--- src/rtl/spi_arbiter_pkg.sv ---
// Shared definitions for the SPI arbiter: requester count, FSM state
// encoding and a one-hot decode helper.
package spi_arbiter_pkg;

  localparam int unsigned N_REQ = 4;

  typedef enum logic [2:0] {
    S_IDLE  = 3'd0,
    S_SETUP = 3'd1,
    S_REQ   = 3'd2,
    S_DRAIN = 3'd3,
    S_HOLD  = 3'd4,
    S_ACK   = 3'd5
  } state_t;

  function automatic logic [N_REQ-1:0] onehot4(input logic [1:0] idx);
    onehot4      = '0;
    onehot4[idx] = 1'b1;
  endfunction

endpackage

--- src/rtl/spi_arbiter_rr_arb4.sv ---
// Combinational round-robin picker: first pending index after 'last',
// wrapping modulo 4; 'last' itself is considered last.
module rr_arb4
  import spi_arbiter_pkg::*;
(
  input  logic [N_REQ-1:0] pending,
  input  logic [1:0]       last,
  output logic [1:0]       idx,
  output logic             valid
);

  logic [1:0] cand;

  always_comb begin
    idx   = last;
    valid = 1'b0;
    cand  = last;
    for (int unsigned k = 1; k <= N_REQ; k++) begin
      cand = last + 2'(k);
      if (!valid && pending[cand]) begin
        idx   = cand;
        valid = 1'b1;
      end
    end
  end

endmodule

--- src/rtl/spi_arbiter.sv ---
// Four-requester arbiter in front of a single SPI master: round-robin
// grant, chip-select setup/hold timing and per-requester acknowledge.
module spi_arbiter
  import spi_arbiter_pkg::*;
#(
  parameter int unsigned P_WR_DATA_WIDTH = 256,
  parameter int unsigned P_RD_DATA_WIDTH = 256,
  parameter int unsigned P_CS_SETUP      = 4,
  parameter int unsigned P_CS_HOLD       = 4
) (
  input  logic                             clk,
  input  logic                             rst,
  input  logic [N_REQ-1:0]                 req_wr,
  input  logic [N_REQ-1:0]                 req_rd,
  input  logic [N_REQ*P_WR_DATA_WIDTH-1:0] req_wr_data,
  output logic [N_REQ-1:0]                 req_ack,
  output logic [P_RD_DATA_WIDTH-1:0]       rd_data,
  output logic [1:0]                       grant,
  output logic                             busy,
  output logic [N_REQ-1:0]                 cs_n,
  output logic                             spi_wr_req,
  output logic                             spi_rd_req,
  output logic [P_WR_DATA_WIDTH-1:0]       spi_wr_data,
  input  logic [P_RD_DATA_WIDTH-1:0]       spi_rd_data,
  input  logic                             spi_ack
);

  localparam int unsigned SETUP_CYC  = (P_CS_SETUP == 0) ? 1 : P_CS_SETUP;
  localparam int unsigned HOLD_CYC   = (P_CS_HOLD == 0) ? 1 : P_CS_HOLD;
  localparam logic [15:0] SETUP_LAST = 16'(SETUP_CYC - 1);
  localparam logic [15:0] HOLD_LAST  = 16'(HOLD_CYC - 1);

  state_t                       state, state_d;
  logic [1:0]                   last_grant;
  logic                         wr_flag, rd_flag;
  logic [15:0]                  counter;
  logic [1:0]                   arb_idx;
  logic                         arb_valid;
  logic [P_WR_DATA_WIDTH-1:0]   sel_wr_data;
  logic                         req_released;

  rr_arb4 u_rr_arb4 (
    .pending (req_wr | req_rd),
    .last    (last_grant),
    .idx     (arb_idx),
    .valid   (arb_valid)
  );

  always_comb begin
    sel_wr_data = '0;
    for (int unsigned i = 0; i < N_REQ; i++) begin
      if (arb_idx == 2'(i)) sel_wr_data = req_wr_data[i*P_WR_DATA_WIDTH +: P_WR_DATA_WIDTH];
    end
  end

  assign req_released = !req_wr[grant] && !req_rd[grant];

  always_ff @(posedge clk or posedge rst) begin
    if (rst) state <= S_IDLE;
    else     state <= state_d;
  end

  // Outputs are decoded from the registered state so an async reset
  // returns them to idle values within the same cycle.
  always_comb begin
    state_d    = state;
    busy       = 1'b1;
    cs_n       = '1;
    req_ack    = '0;
    spi_wr_req = 1'b0;
    spi_rd_req = 1'b0;
    case (state)
      S_IDLE: begin
        busy = 1'b0;
        if (arb_valid) state_d = S_SETUP;
      end
      S_SETUP: begin
        cs_n = ~onehot4(grant);
        if (counter == SETUP_LAST) state_d = S_REQ;
      end
      S_REQ: begin
        cs_n       = ~onehot4(grant);
        spi_wr_req = wr_flag;
        spi_rd_req = rd_flag;
        if (spi_ack) state_d = S_DRAIN;
      end
      S_DRAIN: begin
        cs_n = ~onehot4(grant);
        if (!spi_ack) state_d = S_HOLD;
      end
      S_HOLD: begin
        cs_n = ~onehot4(grant);
        if (counter == HOLD_LAST) state_d = S_ACK;
      end
      S_ACK: begin
        req_ack = onehot4(grant);
        if (req_released) state_d = S_IDLE;
      end
      default: begin
        busy    = 1'b0;
        state_d = S_IDLE;
      end
    endcase
  end

  always_ff @(posedge clk or posedge rst) begin
    if (rst) begin
      grant       <= '0;
      last_grant  <= 2'd3;
      wr_flag     <= 1'b0;
      rd_flag     <= 1'b0;
      counter     <= '0;
      rd_data     <= '0;
      spi_wr_data <= '0;
    end else begin
      case (state)
        S_IDLE: begin
          if (arb_valid) begin
            grant       <= arb_idx;
            wr_flag     <= req_wr[arb_idx];
            rd_flag     <= req_rd[arb_idx];
            spi_wr_data <= sel_wr_data;
            counter     <= '0;
          end
        end
        S_SETUP, S_HOLD: counter <= counter + 16'd1;
        S_REQ: begin
          if (spi_ack && rd_flag) rd_data <= spi_rd_data;
        end
        S_DRAIN: begin
          if (!spi_ack) counter <= '0;
        end
        S_ACK: begin
          if (req_released) last_grant <= grant;
        end
        default: begin
          grant       <= '0;
          last_grant  <= 2'd3;
          wr_flag     <= 1'b0;
          rd_flag     <= 1'b0;
          counter     <= '0;
          rd_data     <= '0;
          spi_wr_data <= '0;
        end
      endcase
    end
  end

endmodule

--- config.mk ---
export PLATFORM = sky130hd
export DESIGN_NAME = spi_arbiter
export DESIGN_NICKNAME = d
export VERILOG_FILES = /design/src/rtl/spi_arbiter_pkg.sv /design/src/rtl/spi_arbiter_rr_arb4.sv /design/src/rtl/spi_arbiter.sv
export SDC_FILE = /design/constraint.sdc
export NUM_CORES = 2
export LEC_CHECK = 0
export CORE_AREA = 2 2 709 711
export CTS_CLUSTER_DIAMETER = 50
export DETAILED_ROUTE_END_ITERATION = 8
export DIE_AREA = 0 0 711 713
export SLEW_MARGIN = 20
export SYNTH_ARGS = -nofsm -noshare
export SYNTH_HDL_FRONTEND = slang
export SYNTH_SLANG_ARGS = --single-unit
--- constraint.sdc ---
create_clock -name clk -period 43.7 [get_ports clk]
set_input_delay 4.37 -clock clk [delete_from_list [all_inputs] [get_ports clk]]
set_output_delay 4.37 -clock clk [all_outputs]
set_load 0.01 [all_outputs]
### Word-level counts from Yosys, hierarchy flattened

Cells that the tools add are included.
Widths: inputs -> output; s select.

| word-level totals | value |
|---|---|
| output and inout port bits | 525 |
| logic and storage cells | 122 |
| bits in registers | 537 |
| input port bits | 1,291 |

| cells by class | value |
|---|---|
| $add $sub $neg | 4 |
| bitwise logic cells | 6 |
| eq/ne operators | 16 |
| muxes and demuxes | 57 |
| magnitude comparators | 7 |
| reduce and logical (&&, ||, !) cells | 24 |

Operators by type and width:

| operator | count |
|---|---|
| $mux 256 | 6 |
| $pmux 256 s2 | 2 |
| $pmux 16 s4 | 1 |
| $mux 16 | 2 |
| $lt 2x3->1 const B | 6 |
| $mux 1 | 18 |
| $mux 3 | 6 |
| $pmux 3 s6 | 1 |
| $add 16x1->16 const B | 1 |
| $bmux 1 s2 | 8 |
| $eq 16x2->1 const B | 1 |
| $reduce_or 5->1 | 3 |
| $ne 2x2->1 const B | 7 |
| $mux 2 | 6 |
| $mux 4 | 2 |
| $pmux 2 s2 | 2 |
| $eq 3x2->1 const B | 2 |
| $eq 3x3->1 const B | 2 |
| $logic_and 1x1->1 | 6 |
| $reduce_and 2->1 | 3 |
| $reduce_and 6->1 | 1 |
| $logic_not 1->1 | 5 |
| $add 2x2->2 const B | 2 |
| $eq 2x2->1 const B | 2 |
| 14 further kinds | 19 |

### Longest topological paths before layout

| depth | value |
|---|---|
| word-level depth | 20 |
| gate-level depth with buffers | 9 |
| depth with buffers taken out | 6 |

### Cells and area by module

Synthesis repeated with hierarchy kept, for this count alone.

| second synthesis, totals | value |
|---|---|
| cell total of the unflattened synthesis | 2,178 |
| area total of the unflattened synthesis | 26,608.0 um2 |

By module, submodules not included:

| module | cells each | area an instance (um2) | instances | sequential area each (um2) |
|---|---|---|---|---|
| spi_arbiter | 2,164 | 26,525.4 | 1 | 13,440.4 |
| rr_arb4 | 14 | 82.6 | 1 | 0.0 |

### Worst setup path before layout

Ideal clock, no wire load.

| timing path | value |
|---|---|
| kind | input to register |
| start point | input port req_wr[3] |
| end point | register spi_wr_data[16] |
| path buffers | 3 |
| setup slack | 37,627 ps |
| setup time | 138 ps |
| stages | 8 |
| data required time | 43,562 ps |
| data arrival time | 5,935 ps |
| cells stage by stage | or2_1 a211o_1 a21oi_1 buf_2 buf_4 buf_2 mux2i_1 o211ai_1 |

| between the ends | value |
|---|---|
| word-level cells in the longest chain between the ends | 20 |
| elaborated cells on any way between the ends | 35 |
| those cells by class | eq/ne: 4; mux: 22; bitwise: 1; reduce/logical: 8 |

Ends and longest elaborated chain:

| element | RTL line | text |
|---|---|---|
| from (decl) | spi_arbiter.sv:13 | `input logic [N_REQ-1:0] req_wr,` |
| $or 4x4->4 * | spi_arbiter.sv:43 | `.pending (req_wr \| req_rd),` |
| $bmux 1 s2 | spi_arbiter_rr_arb4.sv:20 | `if (!valid && pending[cand]) begin` |
| $mux 1 (not written as such) | spi_arbiter_rr_arb4.sv:20 |  |
| $mux 1 | spi_arbiter_rr_arb4.sv:20 |  |
| $logic_not 1->1 | spi_arbiter_rr_arb4.sv:20 |  |
| $logic_and 1x1->1 | spi_arbiter_rr_arb4.sv:20 |  |
| $mux 1 | spi_arbiter_rr_arb4.sv:20 |  |
| $logic_not 1->1 | spi_arbiter_rr_arb4.sv:20 |  |
| $logic_and 1x1->1 | spi_arbiter_rr_arb4.sv:20 |  |
| $mux 1 | spi_arbiter_rr_arb4.sv:20 |  |
| $logic_not 1->1 | spi_arbiter_rr_arb4.sv:20 |  |
| $logic_and 1x1->1 | spi_arbiter_rr_arb4.sv:20 |  |
| $mux 2 | spi_arbiter_rr_arb4.sv:20 |  |
| $logic_not 2->1 | spi_arbiter.sv:52 | `if (arb_idx == 2'(i)) sel_wr_data = req_wr_data[i*P_WR_DATA_WIDTH +: P_WR_DATA_WIDTH];` |
| $mux 256 (4 in series) | spi_arbiter.sv:52 |  |
| $mux 256 | spi_arbiter.sv:118 | `if (arb_valid) begin` |
| $pmux 256 s2 | spi_arbiter.sv:116 | `case (state)` |
| to (signal assigned) | spi_arbiter.sv:122 | `spi_wr_data <= sel_wr_data;` |
| to (decl) | spi_arbiter.sv:23 | `output logic [P_WR_DATA_WIDTH-1:0] spi_wr_data,` |

Every way passes the cells marked *; elsewhere a longest branch is shown, timed or not. The select of a mux whose other input is x is not followed.
A chain may end at the register's enable or synchronous reset.

### Worst setup path in the final report

| timing path | value |
|---|---|
| start point | input port req_wr[0] |
| end point | register spi_wr_data[221] |

Same word-level chain as after synthesis.

==> flow_summary.toml <==
[critical_path]
end_kind = "flop"
critPathKind = "in -> reg"
crit_required_ns = 44.43
cp_max_fo = 80
cp.arrival_ns = 10.18
critPathLaunchType = "input port"

[clock_tree]
cts_tree = "yes"
post_cts_buffers = 0
root_buffer = "clkbuf_16"
clock_path_buffers = 4
clock_latency_ns = 0.91
htree_levels = 3
cts_hold_buf = 0
cts_resized = 0
cts_made_buffers = 123
cts.clk_slew.worst_paths_ns = 0.05
clock-sinks = 537

[yosys]
yosysSeqAreaShare_pct = 46.4
synthDistinctLibCells = 55
avgSynthCellArea_um2 = 8.98
yosys-top-cells-area = "dfrtp_1 46%, nand2_1 12%, mux2i_1 11%"
synth_edf_count = 0
ys.warnings.count = 0
netlist_area_um2 = 29000
ys_ff_latch = 537
synth_nets = 4520
synth_area_leader_cell = "dfrtp_1"
synth_top_area_share_pct = 46.2
synth_ff_type = "dfrtp_1"
async_flop_share_pct = 100
syn_inst = 3228

[global_routing]
grt-ovfl-total = 0
grt_max_degree = 131
antenna_found_initial = 548
grt_pass1_vias = 34400
grt_pass1_wl_mm = 530
grt.total_usage_pct = 17.1

[timing]
slew-limit-headroom_pct = 30.9
hold_viol = 0
period_needed_ns = 9.45
setup_slack_ns = 34.25
slew_violations = 0
finalClockSkew_ns = 0.0872
worst_pin_slew_ns = 1.01
timing.fmax_mhz = 106
rsz0062_at_grt = "false"
tns_ns = 0
fin_crit_sh_pct = 21.6
finalSetupViolCount = 0

[drt]
vias = 37200
drc = 0
dr.pass1.iters = 8
vias_per_cell = 3.13
ant_nets = 0
drt_iter0_drc = 3295
routedWlPerCell_um = 38.1
drt_wl_total_mm = 452

[finish]
layout_commonest_cell = "clkdlybuf4s50_1"
fin_nets = 6199
area_growth_pct = 105
drive_gt1_share_pct = 6.33
final_cell_mix = "1795 x clkdlybuf4s50_1, 893 x nand2_1, 535 x dfrtp_1"

[power_and_ir_drop]
power_density_nw_per_um2 = 54.2
power.leakage_nw = 20.2
max-vdd-ir-drop_mv = 0.0468

[placed_design]
place_hpwl_mm = 404
port_buffers = 1815
dp_slack_ns = 33.48
finalWeightedCongestion = 0.943

[floorplanning]
core_um2 = 500000
ioPinCount = 1816
die_area_um2 = 507000
die_x_um = 711
initial_core_util_pct = 5.80
rows = 260
die_y_um = 713

[outcome]
status = "complete, no violations"

[min_path]
hold_class = "reg -> reg"

[job]
cap_violations = 0
cells by family after synthesis:
| kind of cell | synth area share, % |
|---|---|
| adders and majority gates | 0.0432 |
| DFF | 46.4 |
| and+or+nand+nor | 13.0 |
| AOI/OAI and AO/OA | 25.0 |
| muxes | 10.7 |
| xor gates and xnor gates | 0.0302 |
| buffers and inverters | 4.90 |
worst max-delay path, stage by stage:
cell             delay (ns)
clkdlybuf4s50_1        0.50
nor4_2                 0.73
a21boi_4               0.09
buf_4                  0.34
a21oi_4                0.67
buf_4                  0.63
buf_4                  0.65
buf_4                  0.76
buf_4                  0.76
a21oi_1                0.16
a22oi_1                0.19
final timing paths:
path / start / endpoint / slack [ns] / cells past startpoint
setup / recovery: req_wr[0] / spi_wr_data[221] / 34.25 / 11
hold / removal: rd_data[153] / rd_data[153] / 0.48 / 2
setup reg to reg: state[1] / spi_wr_data[221] / 37.74 / 11
hold reg to reg: rd_data[153] / rd_data[153] / 0.48 / 2
max in group asynchronous: rst / spi_wr_data[167] / 35.89 / 6
min in group asynchronous: rst / rd_data[189] / 4.05 / 2
area by class of cell:
cell class              instances  area, µm²
repair buffers               1874      18600
well taps                    6681       8360
fillers                     57300     440000
diodes                        173        433
multi-input cells            2365      14200
flip-flops and latches        537      13400
inverters                       6       31.3
clock buffers                 152       3360
clock inverters                74        970
layer usage:
| metal | GRT usage, % | vias up | routed length (µm) | share of wire [%] |
|---|---|---|---|---|
| li1 | - | 15400 | - | - |
| met5 | 0 | - | 1600 | 0.35 |
| met2 | 28.2 | 2637 | 207000 | 46 |
| met4 | 4.59 | 240 | 16400 | 3.6 |
| met1 | 18.7 | 17800 | 167000 | 37 |
| met3 | 9.90 | 1030 | 59800 | 13 |
where the power goes:
part           total, mW  switching, mW  internal [mW]
Clock               1.01          0.367          0.646
Sequential         0.704          0.101          0.603
Combinational       1.50          0.971          0.534
flip-flops by register name, summed over array words and instances (netlist names):
signal and count:
counter 16, grant 2, last_grant 2, rd_data 256, rd_flag 1, spi_wr_data 256, state 3, wr_flag 1
Yosys cell counts (all sizes together) (2+ instances only):
cell     number
nor2         24
a221oi        2
dfrtp       535
a211oi       99
a31oi         2
nand2b        3
clkbuf      206
buf         114
mux2i       304
o211ai       47
nand3b        3
nor4          6
nor3b         3
nand2       894
o221ai      209
inv           5
o31ai         9
nand3         9
or2           2
mux2          2
o41ai         2
a2bb2oi       2
and3          4
dfstp         2
or4           3
nand4         3
o22a          3
a22oi       210
nor2b         3
a21oi       218
o21ai       279
nor3          7
stage by stage:
step                hold WS, ns  std cells  util, %  area, µm²  power [mW]
CTS                       0.482      11700     11.8      58900        3.28
detailed placement        0.471      11500     10.9      54600        2.24
global route              0.503      11700     11.8      59100        3.38
floorplan                 0.441       3228        -      29000        1.36
global placement          0.462      11500     10.9      54600        2.23
finish                    0.477      11900     11.9      59400        3.22
(Power assumes the default switching activity.)
==> variant: new RTL, config.mk and constraints unchanged <==
Change the parameter `P_WR_DATA_WIDTH` from 256 to 128.
--- a/src/rtl/spi_arbiter.sv
+++ b/src/rtl/spi_arbiter.sv
@@ -3,7 +3,7 @@
 module spi_arbiter
   import spi_arbiter_pkg::*;
 #(
-  parameter int unsigned P_WR_DATA_WIDTH = 256,
+  parameter int unsigned P_WR_DATA_WIDTH = 128,
   parameter int unsigned P_RD_DATA_WIDTH = 256,
   parameter int unsigned P_CS_SETUP      = 4,
   parameter int unsigned P_CS_HOLD       = 4
Interface: changed (resized req_wr_data and spi_wr_data); port bits go from 1816 to 1176. No check against the original RTL was run, so the function may have changed too.
==> variant against the original RTL <==
  * Sequential share of layout area up 1.2 points
  * Design area fell by 28%
  * Area after synthesis down 31%
  * Routed wire length fell by 38%
  * Sequential cell count decreased by 128
  * Maximum frequency increased by 17%
  * Critical path depth decreased by 7
  * Hold slack got worse by 0.0032 ns
  * Synthesized cell count fell by 32%
  * Die area did not move
  * Worst setup slack better by 1.4 ns
  * Total power down 13%
  * Critical endpoint is now spi_wr_req
==> variant: results (changes against the original RTL) <==
Place
  • Post-DP Area: 39500 sq um (was 54600 sq um)
  • Post-DP HPWL: 249000 um (was 404000 um)
  • GPL Wtd Cong: 0.857 (was 0.943)
  • Setup WS pre-CTS: 35.14 ns (was 33.48 ns)
  • I/O Buffers: 1175 (was 1815)

Setup path
  • Max incr delay on CP: 0.95 ns (was 0.76 ns)
  • Data arrival time of the worst path: 3.71 ns (was 10.18 ns)
  • Worst R2R Setup Slack: 39.52 ns (was 37.74 ns)
  • Slowest CP cell: clkdlybuf4s50_1 (was buf_4)
  • Top fanout value on the critical path: 21 (was 80)
  • Worst Setup SP: state[0]$_DFFE_PP0P_ (was req_wr[0])

Logic synthesis
  • Mux cell area share after synthesis: 0.0105 (was 0.107)
  • Sequential share of the synthesized area: 0.511 (was 0.464)
  • Post-Synth Adder-Cell Area: 0.000625 (was 0.000432)
  • Synth Area in XOR/XNOR: 0.00350 (was 0.000302)
  • Cells taking the most area after synthesis: dfrtp_1 51%, nand2_1 12%, o21ai_0 7.0%, o31ai_2 6.4%, nor3_1 6.0% (was dfrtp_1 46%, nand2_1 12%, mux2i_1 11%, o221ai_1 6.3%, a22oi_1 5.4%)
  • Compound-cell area share of the yosys netlist: 0.215 (was 0.250)

Global route
  • Largest net degree at the start of global routing: 223 (was 131)
  • Initial antenna violation count: 323 (was 548)
  • Grt met3 use: 0.0576 (was 0.0990)
  • Global-route wire length before repair: 329000 um (was 530000 um)
  • Grt met2 use: 0.189 (was 0.282)
  • Vias in the first global route: 22400 (was 34400)
  • Global Route Usage Sum: 0.107 (was 0.171)

Timing
  • Relative slew slack: 0.161 (was 0.309)
  • Clock Skews: 0.0645 ns (was 0.0872 ns)
  • Hold WS: 0.474 ns (was 0.477 ns)

Power and ir drop
  • Clock power frac: 0.279 (was 0.315)
  • Int Power: 0.00148 W (was 0.00178 W)

Detailed routing
  • Starting DRT DRC Count: 1818 (was 3295)
  • Vias per Instance: 2.35 (was 3.13)

Clock tree
  • Clk_lat worst skew: 0.85 ns (was 0.91 ns)
  • CTS Buf Count: 95 (was 123)

Run status
  • Status: finished clean (unchanged)
variant: area by class of cell:
| cell class | instances | area, sq um | area share |
|---|---|---|---|
| Antenna cell | 50 | 125 | 0.00291 |
| Clock buffer | 107 | 2490 | 0.0580 |
| Clock inverter | 62 | 856 | 0.0199 |
| Inverter | 4 | 22.5 | 0.000524 |
| Multi-Input combinational cell | 1591 | 8850 | 0.206 |
| Sequential cell | 409 | 10200 | 0.238 |
| Tap cell | 6681 | 8360 | 0.195 |
| Timing Repair Buffer | 1213 | 12000 | 0.280 |
variant: worst max-delay path: cells and delay by family (launching register included):
kind / cells / cell delay [ns]
DFF: 1 / 0.55
buffers and inverters: 1 / 0.95
and+or+nand+nor: 3 / 1.38
variant: stage by stage:
stage                       util  cells
after floorplan                -   2210
after global placement    0.0790   9897
after detailed placement  0.0790   9898
after CTS                 0.0857  10100
after global routing      0.0858  10100
final                     0.0860  10100
